$ cat src/rtl/time_pkg.sv
// Shared types, BCD limits and payload validation for the BCD time-of-day counter.
// Latency: none (types, constants and a pure function only).
// Backpressure: not applicable.
package time_pkg;

  typedef enum logic [1:0] {
    S_STOP = 2'd0,
    S_RUN  = 2'd1,
    S_LOAD = 2'd2
  } state_t;

  localparam logic [3:0] SEC_T_MAX = 4'd5;
  localparam logic [3:0] DIG_MAX   = 4'd9;
  localparam logic [7:0] H24_MAX   = 8'h23;
  localparam logic [7:0] H12_MIN   = 8'h01;
  localparam logic [7:0] H12_MAX   = 8'h12;
  // Last 12h hour before noon/midnight; stepping past it flips AM/PM.
  localparam logic [7:0] H12_FLIP  = 8'h11;

  // Nibble offsets inside the {Ht,Ho,Mt,Mo,St,So} word.
  localparam int SO_LSB = 0;
  localparam int ST_LSB = 4;
  localparam int MO_LSB = 8;
  localparam int MT_LSB = 12;
  localparam int HO_LSB = 16;
  localparam int HT_LSB = 20;

  // A time word is acceptable when every digit is in range and the hour
  // pair is legal for the active hour mode (24h: 00..23, 12h: 01..12).
  function automatic logic bcd_ok(input logic [23:0] t, input logic mode12);
    logic [7:0] h;
    logic       dig_ok;
    h      = t[HO_LSB +: 8];
    dig_ok = (t[SO_LSB +: 4] <= DIG_MAX) && (t[ST_LSB +: 4] <= SEC_T_MAX) &&
             (t[MO_LSB +: 4] <= DIG_MAX) && (t[MT_LSB +: 4] <= SEC_T_MAX) &&
             (t[HO_LSB +: 4] <= DIG_MAX) && (t[HT_LSB +: 4] <= DIG_MAX);
    if (mode12) begin
      return dig_ok && (h >= H12_MIN) && (h <= H12_MAX);
    end
    return dig_ok && (h <= H24_MAX);
  endfunction

endpackage

$ cat src/rtl/bcd_time_counter_if.sv
// Control/load/time bundle between front panel (master) and time counter (slave).
// Latency: wires only. Optional alarm signals exist when ALARM_EN is defined.
// Backpressure: load_valid is accepted only while load_ready is high.
interface bcd_time_counter_if;
  logic        run;
  logic        hour_mode;
  logic        load_valid;
  logic [23:0] load_bcd;
  logic        load_pm;
  logic        load_ready;
  logic        load_err;
  logic [23:0] time_bcd;
  logic        pm;
  logic        sec_tick;
  logic        day_wrap;
  logic        running;
`ifdef ALARM_EN
  logic        alarm_valid;
  logic [23:0] alarm_bcd;
  logic        alarm_pm;
  logic        alarm_arm;
  logic        alarm_hit;

  modport master (
    output run, hour_mode, load_valid, load_bcd, load_pm,
           alarm_valid, alarm_bcd, alarm_pm, alarm_arm,
    input  load_ready, load_err, time_bcd, pm, sec_tick, day_wrap, running, alarm_hit
  );
  modport slave (
    input  run, hour_mode, load_valid, load_bcd, load_pm,
           alarm_valid, alarm_bcd, alarm_pm, alarm_arm,
    output load_ready, load_err, time_bcd, pm, sec_tick, day_wrap, running, alarm_hit
  );
`else
  modport master (
    output run, hour_mode, load_valid, load_bcd, load_pm,
    input  load_ready, load_err, time_bcd, pm, sec_tick, day_wrap, running
  );
  modport slave (
    input  run, hour_mode, load_valid, load_bcd, load_pm,
    output load_ready, load_err, time_bcd, pm, sec_tick, day_wrap, running
  );
`endif
endinterface

$ cat src/rtl/bcd_digit.sv
// Single BCD digit counting 0..MAX with synchronous load; load has priority over inc.
// Latency: value updates on the clock edge after inc/load; carry is combinational.
// Backpressure: none, the digit always accepts inc/load.
module bcd_digit #(
  parameter logic [3:0] MAX = 4'd9
) (
  input  logic       clk,
  input  logic       rst,
  input  logic       inc,
  input  logic       load,
  input  logic [3:0] load_val,
  output logic [3:0] value,
  output logic       carry
);

  logic [3:0] r_val;

  // Digit register: load wins, otherwise wrap to 0 after MAX on inc.
  always_ff @(posedge clk or posedge rst) begin
    if (rst) begin
      r_val <= 4'd0;
    end else if (load) begin
      r_val <= load_val;
    end else if (inc) begin
      r_val <= (r_val == MAX) ? 4'd0 : r_val + 4'd1;
    end
  end

  assign value = r_val;
  assign carry = inc & (r_val == MAX);

endmodule

$ cat src/rtl/bcd_time_counter.sv
// HH:MM:SS BCD time-of-day counter with 12h/24h wrap, 1 s prescaler and validated load.
// Latency: time moves on the sec_tick edge; load applies 1 cycle after handshake. ALARM_EN adds alarm.
// Backpressure: load_ready drops for the single S_LOAD cycle and while rst is high.
module bcd_time_counter
  import time_pkg::*;
#(
  parameter int TICK_DIV = 50000000,
  parameter int PRE_W    = 26
) (
  input  logic               clk,
  input  logic               rst,
  bcd_time_counter_if.slave  bus
);

  localparam logic [PRE_W-1:0] PRE_MAX = PRE_W'(TICK_DIV - 1);

  state_t           r_state, w_state_nxt;
  logic             r_mode;
  logic [PRE_W-1:0] r_pre;
  logic [23:0]      r_ld_bcd;
  logic             r_ld_pm;
  logic [7:0]       r_hour;
  logic             r_pm;

  logic [3:0]  w_so, w_st, w_mo, w_mt;
  logic        w_c_so, w_c_st, w_c_mo, w_c_mt;
  logic        w_hs, w_tick, w_mode_chg, w_ld_ok, w_do_load, w_dig_load, w_ld_err;
  logic [23:0] w_dig_src, w_time;
  logic [7:0]  w_hour_inc, w_hour_nxt;
  logic        w_pm_tgl;

  assign w_hs       = bus.load_valid & bus.load_ready;
  // A load handshake in the prescaler's last cycle suppresses that tick.
  assign w_tick     = (r_state == S_RUN) & (r_pre == PRE_MAX) & ~w_hs;
  assign w_mode_chg = (r_state == S_STOP) & (bus.hour_mode != r_mode);
  assign w_ld_ok    = bcd_ok(r_ld_bcd, r_mode);
  assign w_do_load  = (r_state == S_LOAD) & w_ld_ok;
  assign w_ld_err   = (r_state == S_LOAD) & ~w_ld_ok;
  // Mode change forces midnight, which is all-zero for the minute/second digits.
  assign w_dig_load = w_do_load | w_mode_chg;
  assign w_dig_src  = w_mode_chg ? 24'h000000 : r_ld_bcd;

  // FSM state register.
  always_ff @(posedge clk or posedge rst) begin
    if (rst) r_state <= S_STOP;
    else     r_state <= w_state_nxt;
  end

  // FSM next state; a load handshake takes priority over run/stop.
  always_comb begin
    w_state_nxt = r_state;
    unique case (r_state)
      S_STOP:  if (w_hs) w_state_nxt = S_LOAD; else if (bus.run)  w_state_nxt = S_RUN;
      S_RUN:   if (w_hs) w_state_nxt = S_LOAD; else if (!bus.run) w_state_nxt = S_STOP;
      S_LOAD:  w_state_nxt = bus.run ? S_RUN : S_STOP;
      default: w_state_nxt = S_STOP;
    endcase
  end

  // Prescaler runs only in S_RUN; it is zero whenever we are stopped or loading.
  always_ff @(posedge clk or posedge rst) begin
    if (rst) begin
      r_pre <= '0;
    end else if ((r_state == S_RUN) && !w_hs) begin
      r_pre <= (r_pre == PRE_MAX) ? '0 : r_pre + PRE_W'(1);
    end else begin
      r_pre <= '0;
    end
  end

  // Capture the payload on the handshake edge so later bus changes are ignored.
  always_ff @(posedge clk or posedge rst) begin
    if (rst) begin
      r_ld_bcd <= 24'h000000;
      r_ld_pm  <= 1'b0;
    end else if (w_hs) begin
      r_ld_bcd <= bus.load_bcd;
      r_ld_pm  <= bus.load_pm;
    end
  end

  bcd_digit #(.MAX(DIG_MAX)) u_so (
    .clk(clk), .rst(rst), .inc(w_tick), .load(w_dig_load),
    .load_val(w_dig_src[SO_LSB +: 4]), .value(w_so), .carry(w_c_so));
  bcd_digit #(.MAX(SEC_T_MAX)) u_st (
    .clk(clk), .rst(rst), .inc(w_c_so), .load(w_dig_load),
    .load_val(w_dig_src[ST_LSB +: 4]), .value(w_st), .carry(w_c_st));
  bcd_digit #(.MAX(DIG_MAX)) u_mo (
    .clk(clk), .rst(rst), .inc(w_c_st), .load(w_dig_load),
    .load_val(w_dig_src[MO_LSB +: 4]), .value(w_mo), .carry(w_c_mo));
  bcd_digit #(.MAX(SEC_T_MAX)) u_mt (
    .clk(clk), .rst(rst), .inc(w_c_mo), .load(w_dig_load),
    .load_val(w_dig_src[MT_LSB +: 4]), .value(w_mt), .carry(w_c_mt));

  assign w_hour_inc = (r_hour[3:0] == DIG_MAX) ? {r_hour[7:4] + 4'd1, 4'd0}
                                               : {r_hour[7:4], r_hour[3:0] + 4'd1};

  // Next hour on an hour carry: 24h wraps 23->00; 12h goes 12->01 and 11->12 with AM/PM flip.
  always_comb begin
    w_hour_nxt = w_hour_inc;
    w_pm_tgl   = 1'b0;
    if (r_mode) begin
      if (r_hour == H12_MAX) begin
        w_hour_nxt = H12_MIN;
      end else if (r_hour == H12_FLIP) begin
        w_hour_nxt = H12_MAX;
        w_pm_tgl   = 1'b1;
      end
    end else if (r_hour == H24_MAX) begin
      w_hour_nxt = 8'h00;
    end
  end

  // Hour pair, PM flag and sampled hour mode.
  always_ff @(posedge clk or posedge rst) begin
    if (rst) begin
      r_mode <= 1'b0;
      r_hour <= 8'h00;
      r_pm   <= 1'b0;
    end else if (w_mode_chg) begin
      r_mode <= bus.hour_mode;
      r_hour <= bus.hour_mode ? H12_MAX : 8'h00;
      r_pm   <= 1'b0;
    end else if (w_do_load) begin
      r_hour <= r_ld_bcd[HO_LSB +: 8];
      r_pm   <= r_mode & r_ld_pm;
    end else if (w_c_mt) begin
      r_hour <= w_hour_nxt;
      r_pm   <= r_pm ^ w_pm_tgl;
    end
  end

  assign w_time          = {r_hour, w_mt, w_mo, w_st, w_so};
  assign bus.time_bcd    = w_time;
  assign bus.pm          = r_pm;
  assign bus.sec_tick    = w_tick;
  assign bus.running     = (r_state == S_RUN);
  assign bus.load_ready  = ~rst & (r_state != S_LOAD);
  assign bus.day_wrap    = w_c_mt & (r_mode ? ((r_hour == H12_FLIP) & r_pm) : (r_hour == H24_MAX));

`ifdef ALARM_EN
  logic [23:0] r_alm;
  logic        r_alm_pm;
  logic        r_ticked;
  logic        w_alm_err;

  assign w_alm_err = bus.alarm_valid & ~bcd_ok(bus.alarm_bcd, r_mode);

  // Alarm time register and a one-cycle delayed tick so only counting (not loads) can fire.
  always_ff @(posedge clk or posedge rst) begin
    if (rst) begin
      r_alm    <= 24'h000000;
      r_alm_pm <= 1'b0;
      r_ticked <= 1'b0;
    end else begin
      r_ticked <= w_tick;
      if (bus.alarm_valid && !w_alm_err) begin
        r_alm    <= bus.alarm_bcd;
        r_alm_pm <= r_mode & bus.alarm_pm;
      end
    end
  end

  assign bus.alarm_hit = r_ticked & bus.alarm_arm & (w_time == r_alm) & (r_pm == r_alm_pm);
  assign bus.load_err  = w_ld_err | w_alm_err;
`else
  assign bus.load_err  = w_ld_err;
`endif

endmodule

$ cat src/flat_wrapper.sv
// flat-port wrapper written by rule: the top's interface ports become plain ports
module bcd_time_counter_flat import time_pkg::*;
#(
  parameter int TICK_DIV = 50000000,
  parameter int PRE_W    = 26
)
  (clk, rst, bus_run, bus_hour_mode, bus_load_valid, bus_load_bcd, bus_load_pm, bus_load_ready, bus_load_err, bus_time_bcd, bus_pm, bus_sec_tick, bus_day_wrap, bus_running);
  bcd_time_counter_if bus_i ();
  input  logic clk;
  input  logic rst;
  input wire logic [$bits(bus_i.run)-1:0] bus_run;
  input wire logic [$bits(bus_i.hour_mode)-1:0] bus_hour_mode;
  input wire logic [$bits(bus_i.load_valid)-1:0] bus_load_valid;
  input wire logic [$bits(bus_i.load_bcd)-1:0] bus_load_bcd;
  input wire logic [$bits(bus_i.load_pm)-1:0] bus_load_pm;
  output wire logic [$bits(bus_i.load_ready)-1:0] bus_load_ready;
  output wire logic [$bits(bus_i.load_err)-1:0] bus_load_err;
  output wire logic [$bits(bus_i.time_bcd)-1:0] bus_time_bcd;
  output wire logic [$bits(bus_i.pm)-1:0] bus_pm;
  output wire logic [$bits(bus_i.sec_tick)-1:0] bus_sec_tick;
  output wire logic [$bits(bus_i.day_wrap)-1:0] bus_day_wrap;
  output wire logic [$bits(bus_i.running)-1:0] bus_running;
  assign bus_i.run = bus_run;
  assign bus_i.hour_mode = bus_hour_mode;
  assign bus_i.load_valid = bus_load_valid;
  assign bus_i.load_bcd = bus_load_bcd;
  assign bus_i.load_pm = bus_load_pm;
  assign bus_load_ready = bus_i.load_ready;
  assign bus_load_err = bus_i.load_err;
  assign bus_time_bcd = bus_i.time_bcd;
  assign bus_pm = bus_i.pm;
  assign bus_sec_tick = bus_i.sec_tick;
  assign bus_day_wrap = bus_i.day_wrap;
  assign bus_running = bus_i.running;
  bcd_time_counter #(.TICK_DIV(TICK_DIV), .PRE_W(PRE_W)) u_core (.clk(clk), .rst(rst), .bus(bus_i));
endmodule
$ cat config.mk
export PLATFORM = sky130hd
export DESIGN_NAME = bcd_time_counter_flat
export DESIGN_NICKNAME = d
export VERILOG_FILES = /design/src/rtl/time_pkg.sv /design/src/rtl/bcd_time_counter_if.sv /design/src/rtl/bcd_digit.sv /design/src/rtl/bcd_time_counter.sv /design/src/flat_wrapper.sv
export SDC_FILE = /design/constraint.sdc
export NUM_CORES = 1
export LEC_CHECK = 0
export CAP_MARGIN = 20
export CELL_PAD_IN_SITES_DETAIL_PLACEMENT = 1
export CELL_PAD_IN_SITES_GLOBAL_PLACEMENT = 1
export CORE_ASPECT_RATIO = 1.5
export CORE_UTILIZATION = 45
export DETAILED_ROUTE_END_ITERATION = 16
export GPL_TIMING_DRIVEN = 0
export PLACE_DENSITY_LB_ADDON = 0.1
export SLEW_MARGIN = 15
export SYNTH_ARGS = -nofsm -noshare
export SYNTH_HDL_FRONTEND = slang
export SYNTH_SLANG_ARGS = --single-unit
$ cat constraint.sdc
create_clock -name clk -period 6.55 [get_ports clk]
set_input_delay 0.655 -clock clk [delete_from_list [all_inputs] [get_ports clk]]
set_output_delay 0.655 -clock clk [all_outputs]
set_load 0.02 [all_outputs]
=== Word-level counts from Yosys, hierarchy flattened ===
Index checks and enable logic that the tools add are counted.
Widths: inputs -> output; s select.

* Flip-flop bits (word level): 79
* Latch bits: 0
* Memory bits (writable): 0
* ROM bits: 0
* Output and inout bits: 30
* Word-level logic and storage cells: 118
* Memories: 0

* Add/sub/neg operators: 7
* Multiply operators: 0
* Divide/modulo/power cells: 0
* Magnitude comparators: 9
* Equality and inequality tests: 15
* Shift operators: 0
* Multiplexer cells: 40
* Bitwise gates (word level): 19
* Reduce and logical (&&, ||, !) cells: 17

{| class="wikitable"
|+ Operator list
! operator !! count
|-
| $mux 8 || 8
|-
| $mux 26 || 2
|-
| $mux 4 || 12
|-
| $add 26x1->26 const B || 1
|-
| $eq 26x26->1 const B || 1
|-
| $add 4x1->4 const B || 6
|-
| $eq 8x5->1 const B || 2
|-
| $le 4x4->1 const B || 4
|-
| $mux 16 || 1
|-
| $and 1x1->1 || 14
|-
| $eq 4x4->1 const B || 3
|-
| $mux 1 || 11
|-
| $logic_and 1x1->1 || 9
|-
| $eq 4x3->1 const B || 2
|-
| $eq 8x6->1 const B || 1
|-
| $ge 8x1->1 const B || 1
|-
| $le 4x3->1 const B || 2
|-
| $le 8x5->1 const B || 1
|-
| $le 8x6->1 const B || 1
|-
| $mux 2 || 4
|-
| $reduce_bool 2->1 || 4
|-
| $ne 3x2->1 const B || 2
|-
| $pmux 2 s3 || 1
|-
| $mux 5 || 1
|-
| 11 further kinds || 13
|}

=== Depth between registers and ports, before layout ===
Gate-level depths: netlist of the first run.

* Word-level depth: 13
* Depth in mapped cells: 8
* Mapped depth without buffers: 8

=== Hierarchy ===
A second synthesis of the first run with hierarchy kept.

* Cell total of the unflattened synthesis: 418
* Area, all modules: 4199.0 um2

{| class="wikitable"
|+ Modules (own cells, without submodules)
! module !! times used !! cells an instance !! area each (um2) !! sequential area each (um2)
|-
| bcd_time_counter || 1 || 320 || 3313.2 || 1576.5
|-
| bcd_digit (u_core.u_mo ...) || 2 || 25 || 224.0 || 100.1
|-
| bcd_digit (u_core.u_mt ...) || 2 || 24 || 219.0 || 100.1
|}

=== Worst setup path before layout of the first run ===
OpenSTA, ideal clock, no wires.

* Path type: register to output
* Start point: reg u_core.r_pre[0]
* End point: out bus_day_wrap
* Data arrival time: 1883 ps
* Setup slack: 4012 ps
* Stages on the path, launching flop included: 8
* Cells stage by stage: dfrtp_1 -> ha_1 -> nand4_1 -> nor4_4 -> nand4_1 -> nor3_1 -> nand2_1 -> nor2_1

* Word-level cells in the longest chain between the ends: 8

{| class="wikitable"
|+ RTL lines
! item !! line !! RTL
|-
| from (decl) || bcd_time_counter.sv:19 || <nowiki>logic [PRE_W-1:0] r_pre;</nowiki>
|-
| from (signal assigned) || bcd_time_counter.sv:65 || <nowiki>r_pre <= (r_pre == PRE_MAX) ? '0 : r_pre + PRE_W'(1);</nowiki>
|-
| $eq 26x26->1 || bcd_time_counter.sv:34 || <nowiki>assign w_tick = (r_state == S_RUN) & (r_pre == PRE_MAX) & ~w_hs;</nowiki>
|-
| $and 1x1->1 (2 in a row) || bcd_time_counter.sv:34 ||
|-
| $and 1x1->1 (4 in a row) || bcd_digit.sv:30 || <nowiki>assign carry = inc & (r_val == MAX);</nowiki>
|-
| $and 1x1->1 || bcd_time_counter.sv:139 || <nowiki>assign bus.day_wrap = w_c_mt & (r_mode ? ((r_hour == H12_FLIP) & r_pm) : (r_hour == H24_MAX));</nowiki>
|-
| to (decl) || flat_wrapper.sv:21 || <nowiki>output wire logic [$bits(bus_i.day_wrap)-1:0] bus_day_wrap;</nowiki>
|}

No other way between the ends.

=== Final worst setup path of the first run ===
* Start point: in rst
* End point: out bus_day_wrap

* Word-level cells in the longest chain between the ends: 10

{| class="wikitable"
|+ RTL lines
! item !! line !! RTL
|-
| from (decl) || flat_wrapper.sv:10 || <nowiki>input logic rst;</nowiki>
|-
| $not 1->1 || bcd_time_counter.sv:138 || <nowiki>assign bus.load_ready = ~rst & (r_state != S_LOAD);</nowiki>
|-
| $and 1x1->1 || bcd_time_counter.sv:138 ||
|-
| $and 1x1->1 || bcd_time_counter.sv:32 || <nowiki>assign w_hs = bus.load_valid & bus.load_ready;</nowiki>
|-
| $not 1->1 || bcd_time_counter.sv:34 ||
|-
| $and 1x1->1 || bcd_time_counter.sv:34 ||
|-
| $and 1x1->1 (4 in a row) || bcd_digit.sv:30 ||
|-
| $and 1x1->1 || bcd_time_counter.sv:139 ||
|}

No other way between the ends.

==> results of run 1 <==
## through the flow
step / hold WS (ps) / worst slack [ps] / util (%) / instances
global route: 510 / 2540 / 57.9 / 622
detailed placement: 480 / 2770 / 54.6 / 606
finish: 485 / 2750 / 57.9 / 622
CTS: 487 / 2750 / 57.9 / 622
floorplan: 448 / 3870 / - / 434
global placement: 467 / 2470 / 54.2 / 605
## layout make-up
class / instances / area, um^2 / area share [%]
Sequential cell: 79 / 1980 / 36.9
Buffer: 14 / 70.1 / 1.31
Tap cell: 112 / 140 / 2.61
Timing Repair Buffer: 60 / 618 / 11.5
Clock inverter: 3 / 40.0 / 0.747
Multi-Input combinational cell: 325 / 2180 / 40.7
Inverter: 16 / 62.6 / 1.17
Clock buffer: 13 / 270 / 5.04
## worst max-delay path, stage by stage
cell	delay, ps
clkdlybuf4s50_1	560
nand2b_1	270
nand4_2	270
nor3_1	520
nand2_1	120
nor2_1	140
clkdlybuf4s50_1	610
## kinds of logic (layout without fill, tap and decap cells)
| logic type | after synthesis | in the layout |
|---|---|---|
| compound gates | 80 | 80 |
| fa+ha+maj | 4 | 4 |
| flops | 79 | 79 |
| simple gates | 178 | 178 |
| xor+xnor | 33 | 33 |
| buf+inv | 30 | 106 |
| mux | 30 | 30 |
## layout by cell type (no fill, tap or decap), types with 8 or more instances in the layout
master and count:
a21oi_1 16, inv_1 15, nand2_1 37, mux2_2 24, clkbuf_1 8, nor2_1 42, nor2b_1 8, clkbuf_16 9
clkdlybuf4s50_1 59, xnor2_1 20, nand3_1 17, dfrtp_1 79, xor2_1 13, o21ai_0 23, nand4_1 17
## power by group
part           leakage, nW  total, mW  internal [mW]  switching [mW]
combinational        0.950      0.243          0.105           0.139
sequential            1.04      0.565          0.528          0.0373
clock                0.156      0.520          0.325           0.195
## sequential cells by signal, indices dropped and copies added (netlist names)
name               flops
u_core.r_pre          26
u_core.r_ld_bcd       24
u_core.r_hour          8
u_core.u_mo.value      4
u_core.u_mt.value      4
u_core.u_so.value      4
u_core.u_st.value      4
u_core.r_state         2
u_core.bus.pm          1
u_core.r_ld_pm         1
u_core.r_mode          1
## per-layer routing
layer	vias to the layer above	routed length, um
met5	-	0
met4	0	380
met3	21	295
met2	68	6620
met1	1864	4930
li1	1705	-
## worst max-delay path by stage
stage / to / slack [ps] / cells after the start
4_1_cts: bus_day_wrap / 2750 / 7
2_1_floorplan: u_core.bus.pm / 3870 / 1
3_5_place_dp: bus_day_wrap / 2770 / 7
5_1_grt: bus_day_wrap / 2540 / 8
3_3_place_gp: u_core.u_st.value[1] / 2470 / 2
6_report: bus_day_wrap / 2750 / 7
==> summary.txt, run 1 <==
Run
  • Max cap viols: 0

Routing
  • Routed Antenna Nets: 0
  • Routed len/inst: between 15 and 20 um
  • 1st-pass router iterations: 5
  • Routed vias/inst: approximately 5.9
  • 1st-iter DRT viols: between 150 and 200
  • Vias: between 3,000 and 4,000
  • Routed Wire Length: 12,200 um
  • DRC viols: 0

Synth
  • Synth warn: 0
  • Synth cell types: 66
  • Syn nets: approximately 470
  • Synthesis-stage register bit count: 79
  • Sequential element share of the synthesized area: between 40% and 50%
  • Post-synth EDFFs: 0
  • Synth area leaders: dfrtp_1 (46%), mux2_2 (6.3%), xnor2_1 (4.1%)
  • Cells after synthesis: 434
  • Largest family of logic cells by synthesized area: simple AND/OR/NAND/NOR gates
  • Cell with the most instances after synthesis: dfrtp_1
  • Multiplexer share of the synthesized area: between 7 and 8%
  • Adder and majority gate portion of the synthesized area: about 1.2%
  • Synth top cells by count: dfrtp_1 (79), nor2_1 (42), nand2_1 (37)
  • XOR/XNOR Fraction of Synth Area: about 6.7%
  • Top_reg_cell synth: dfrtp_1
  • Post-Synth Simple-Gate Area: between 20% and 30%
  • Post-Syn Area: 4290 um^2
  • Avg Synthesized Cell Area: about 9.9 um^2
  • Synth area leader: dfrtp_1
  • Ys async rst share: between 90% and 100%
  • Synth top area share: 46.1%
  • Synth Area in Compound Gates: between 10% and 20%

STA
  • Final hold vios: 0
  • Post-route clock period utilization: between 50% and 60%
  • Actual slew at the worst max-slew pin: just under 1000 ps
  • Setup_tns: 0 ps
  • Post-layout min period: 3800 ps
  • Final Max Slew Viols: 0
  • FMAX: about 260 MHz
  • Final Setup Violations: 0
  • Slew margin rel.: between 30% and 40%
  • Final Skew: around 5.6 ps
  • RSZ-0062 raised after global routing: no

Finish
  • Fillers: ~1,100
  • Post-route cell area: between 5000 and 6000 um^2
  • N_diodes: 0
  • Final Net Count: 539
  • Layout cell share with drive strength beyond 1: between 10 and 15%
  • Area Overhead vs Synth: 25.0%

Floorplan
  • # rows: 43
  • Die ar.: 9930 um^2
  • Core area: between 9000 and 10,000 um^2
  • Die height: 122 um
  • Die X: slightly above 80 um
  • I/O pins: 60
  • Initial core utilization: between 40% and 50%

Clock tree
  • CTS tree: built
  • Post-CTS Setup Bufs: 0
  • TritonCTS Sinks: around 80
  • Clock root cell: clkbuf_16
  • Maximum buffer depth of the clock tree: 2
  • H-tree depth reported by CTS: 3
  • Clock transition at path regs: ~60 ps
  • Worst skew pair latency: between 300 and 400 ps
  • Cts hold-fix bufs: 0
  • TritonCTS Buffers: 9
  • Post-CTS sizing: 0

Worst setup path
  • Worst setup path class: in -> out
  • Data required time of the critical path: 5890 ps
  • Critical Path Sink Type: primary output
  • CP Max Fanout: 6
  • Worst EP arrival: roughly 3100 ps
  • Crit path launch type: input port
  • Worst setup path start: rst
  • R2R cell count: 7
  • Reg2reg start: u_core.r_pre[0]
  • Reg2reg setup slack: a little under 4000 ps
  • Worst r2r dst: u_core.r_pre[24]

Global route
  • Initial antenna violation count: 0
  • Vias in the first global route: 3,869
  • Largest net degree at the start of global routing: 52
  • Gr busiest metal: met2
  • Total grt overflow: 0
  • GR Util met3: under 10%
  • Met2 GRT Util: between 40% and 50%
  • GRT Util Overall: 27.1%
  • Global-route wire length before repair: a little under 20,000 um
  • Met1 usage: 30.4%

Hold path
  • Hold Path End: u_core.r_pre[0]
  • Hold depth: 1
  • Hold path startpoint: u_core.r_pre[0]
  • Min-Delay Path Class: reg -> reg

Status
  • Status: complete, no violations

Placed design
  • Area after DPL: ~5000 um^2
  • Routability cong.: 0.828
  • Detailed placement HPWL: slightly below 9000 um
  • I/O Buffers: between 50 and 60

Power
  • Max VDD drop: 164 uV
  • Power per cell area: roughly 250 nW/um^2
  • Pleak: between 2 and 2.5 nW
  • Total power: 1.33 mW
Note: power is estimated with default switching activity, not from simulation.
==> run 2: changes to the inputs <==
--- a/config.mk
+++ b/config.mk
@@ -9,7 +9,7 @@
 export CELL_PAD_IN_SITES_DETAIL_PLACEMENT = 1
 export CELL_PAD_IN_SITES_GLOBAL_PLACEMENT = 1
 export CORE_ASPECT_RATIO = 1.5
-export CORE_UTILIZATION = 45
+export CORE_UTILIZATION = 43
 export DETAILED_ROUTE_END_ITERATION = 16
 export GPL_TIMING_DRIVEN = 0
 export PLACE_DENSITY_LB_ADDON = 0.1
==> constraint.sdc (replaced) <==
create_clock -name clk -period 3.5 [get_ports clk]
set_input_delay 0.35 -clock clk [delete_from_list [all_inputs] [get_ports clk]]
set_output_delay 0.35 -clock clk [all_outputs]
set_load 0.02 [all_outputs]
==> run 2 against run 1 <==
Against the previous run: worst setup slack got worse by 2400 ps; clock-buffer cell count decreased by 4; sequential power increased by 88%; flip-flop and latch count unchanged; largest cell class unchanged.
==> summary.txt, run 2 (synthesis results as in run 1) <==
Clock tree
  • CTS tree: built
  • TritonCTS Buffers: 9 (unchanged)
  • Clock transition at path regs: 60 ps (about the same)
  • Clock root cell: clkbuf_16
  • TritonCTS Sinks: 79 (unchanged)
  • Maximum buffer depth of the clock tree: 2 (unchanged)
  • Worst skew pair latency: 340 ps (about the same)
  • Cts hold-fix bufs: 0 (unchanged)
  • H-tree depth reported by CTS: 3 (unchanged)

Power
  • Pleak: 2.17 nW (+1.0%)
  • Max VDD drop: 288 uV (+75%)
  • Total power: 2.51 mW (+89%)
  • Power Internal: 1.80 mW (+88%)
  • Seq pwr share: 42.2% (-0.3 points)
  • Sw Ratio: 28.2% (+0.30 points)
  • Comb pwr share: 17.9% (-0.4 points)
  • Clock share of power: 39.9% (+0.8 points)
  • Power per cell area: 466 nW/um^2 (+88%)
  • Switching power: 0.708 mW (+91%)

Floorplan
  • Die height: 124 um (+2.3%)
  • Core area: 9690 um^2 (+4.7%)
  • Die X: 83.5 um (+2.2%)
  • # rows: 44 (+2.3%)
  • Die ar.: 10,400 um^2 (+4.6%)
  • I/O pins: 60 (unchanged)
  • Initial core utilization: 44.3% (-2.1 points)

Worst setup path
  • Slowest library cell on the worst path: clkdlybuf4s50_1
  • Reg2reg start: u_core.r_state[1]
  • Data required time of the critical path: 3150 ps (-2740 ps)
  • R2R cell count: 6 (-1)
  • CP most frequent cell: nand4_1
  • Worst r2r dst: u_core.r_hour[6]
  • Delay-heaviest family, CP: simple AND/OR/NAND/NOR gates
  • Worst EP arrival: 2830 ps (-310 ps)
  • CP cell instances: ha_1 > nand4_1 > nor4_4 > nand4_1 > nor3_4 > nand2_1 > nor2_1 > clkdlybuf4s50_1
  • Worst setup path class: reg -> out
  • Buf+Inv Stages, Crit Path: 1 (-1)
  • Critical Path Sink Type: primary output
  • Reg2reg setup slack: 1050 ps (-2920 ps)
  • Worst path max stage delay: 610 ps (about the same)
  • CP Max Fanout: 4 (-2)
  • Crit path launch type: flop

STA
  • Final Skew: 6.98 ps (+1.40 ps)
  • Setup_tns: 0 ps (unchanged)
  • FMAX: about 310 MHz
  • Final hold vios: 0 (unchanged)
  • Final hold slack: 411 ps (-73.8 ps)
  • Post-route clock period utilization: between 90% and 100%
  • Post-layout min period: roughly 3200 ps
  • Final Max Slew Viols: 0 (unchanged)
  • RSZ-0062 raised after global routing: no
  • Slew margin rel.: 29.4% (-5.8 points)
  • Final Setup Violations: 0 (unchanged)
  • Final worst setup slack: 325 ps (-2430 ps)
  • Actual slew at the worst max-slew pin: 1050 ps (+86.8 ps)

Global route
  • Largest net degree at the start of global routing: 54 (+3.8%)
  • Gr busiest metal: met2
  • Met2 GRT Util: 45.6% (-2.8 points)
  • GR Util met3: 3.98% (-1.2 points)
  • Total grt overflow: 0 (unchanged)
  • Global-route wire length before repair: 20,300 um (+3.1%)
  • Initial antenna violation count: 0 (unchanged)
  • GRT Util Overall: 25.3% (-1.8 points)
  • Met1 usage: 29.4% (-1.0 points)
  • Vias in the first global route: 3,926 (+1.5%)

Run
  • Max cap viols: 0 (unchanged)

Routing
  • Vias: 3,607 (-1.4%)
  • 1st-pass router iterations: 4 (-1)
  • 1st-iter DRT viols: 147 (-7.5%)
  • Routed len/inst: 19.6 um (-0.29%)
  • Routed Wire Length: 12,300 um (+0.35%)
  • Routed Antenna Nets: 0 (unchanged)
  • DRC viols: 0 (unchanged)
  • Routed vias/inst: 5.76 (-2.0%)

Finish
  • Fillers: 1,105 (+4.1%)
  • Multi-input logic area: 2190 um^2 (+0.52%)
  • Top reg by flops: u_core.r_pre
  • Layout cell share with drive strength beyond 1: 13.1% (+0.56 points)
  • Final Net Count: 541 (+0.37%)
  • Area Overhead vs Synth: 25.7%
  • N_diodes: 0 (unchanged)
  • Most frequent cells in the layout: dfrtp_1 (79), clkdlybuf4s50_1 (59), nor2_1 (42)
  • Post-route cell area: 5390 um^2 (+0.58%)
  • Regs by FF count: u_core.r_pre: 26 flops, u_core.r_ld_bcd: 24 flops, u_core.r_hour: 8 flops
  • Commonest non-fill, non-tap cell in the layout: dfrtp_1
  • Number of flip-flops in the largest register: 26 (unchanged)
  • Register Area: 1980 um^2 (unchanged)

Placed design
  • Detailed placement HPWL: 9090 um (+1.6%)
  • Pre-CTS setup slack: 329 ps (-2440 ps)
  • I/O Buffers: 59 (unchanged)
  • Area after DPL: 5050 um^2 (about the same)
  • Routability cong.: 0.788 (-4.8%)

Hold path
  • Min-Delay Path Class: in -> async

Status
  • Status: complete, no violations
[run 2: worst max-delay path by stage]
stage	from	end	slack, ps	cells after the start
global placement	rst	u_core.u_st.value[3]	-350	2
finish	u_core.r_pre[0]	bus_day_wrap	320	8
CTS	u_core.r_pre[0]	bus_day_wrap	110	8
detailed placement	u_core.r_pre[0]	bus_day_wrap	330	8
floorplan	rst	u_core.bus.pm	1130	1
global route	u_core.r_pre[0]	bus_day_wrap	90	8
[run 2: worst reg2reg max path: stages, from the launching register on]
cell and delay (ps):
dfrtp_1 420, and2b_1 350, nand4_2 300, nor2_1 430
nand3_2 280, or3_1 450, a21oi_1 150
[run 2: area by class of cell]
cell class | instances | share of cell area [%]
clock inverters | 6 | 1.60
well taps | 115 | 2.67
inverters | 16 | 1.16
repair buffers | 62 | 11.7
plain buffers | 14 | 1.30
multi-input cells | 325 | 40.7
clock buffers | 9 | 4.18
flip-flops and latches | 79 | 36.7
[run 2: metrics by stage]
| stage | instances | utilization (%) |
|---|---|---|
| 3_3_place_gp | 608 | 51.8 |
| 2_1_floorplan | 434 | - |
| 4_1_cts | 624 | 55.4 |
| 3_5_place_dp | 609 | 52.1 |
| 5_1_grt | 626 | 55.6 |
| 6_report | 626 | 55.6 |
[run 2: power groups by stage]
stage / combinational (mW) / clock [mW] / sequential [mW]
floorplan: 0.267 / 0 / 1.07
global placement: 0.437 / 0 / 1.07
detailed placement: 0.449 / 0 / 1.07
CTS: 0.454 / 1.01 / 1.06
global route: 0.489 / 1.05 / 1.07
finish: 0.449 / 1.00 / 1.06
[run 2: repair_timing]
action,CTS,global route
resized for setup,1,1
pin swaps,0,3
endpoints found under the setup margin,1,1
setup buffers,0,2
[run 2: per-layer routing]
layer / up-vias / part of all wire (%)
met2: 60 / 54
met1: 1826 / 40
li1: 1702 / -
met5: - / 0
met3: 19 / 2.9
met4: 0 / 2.8
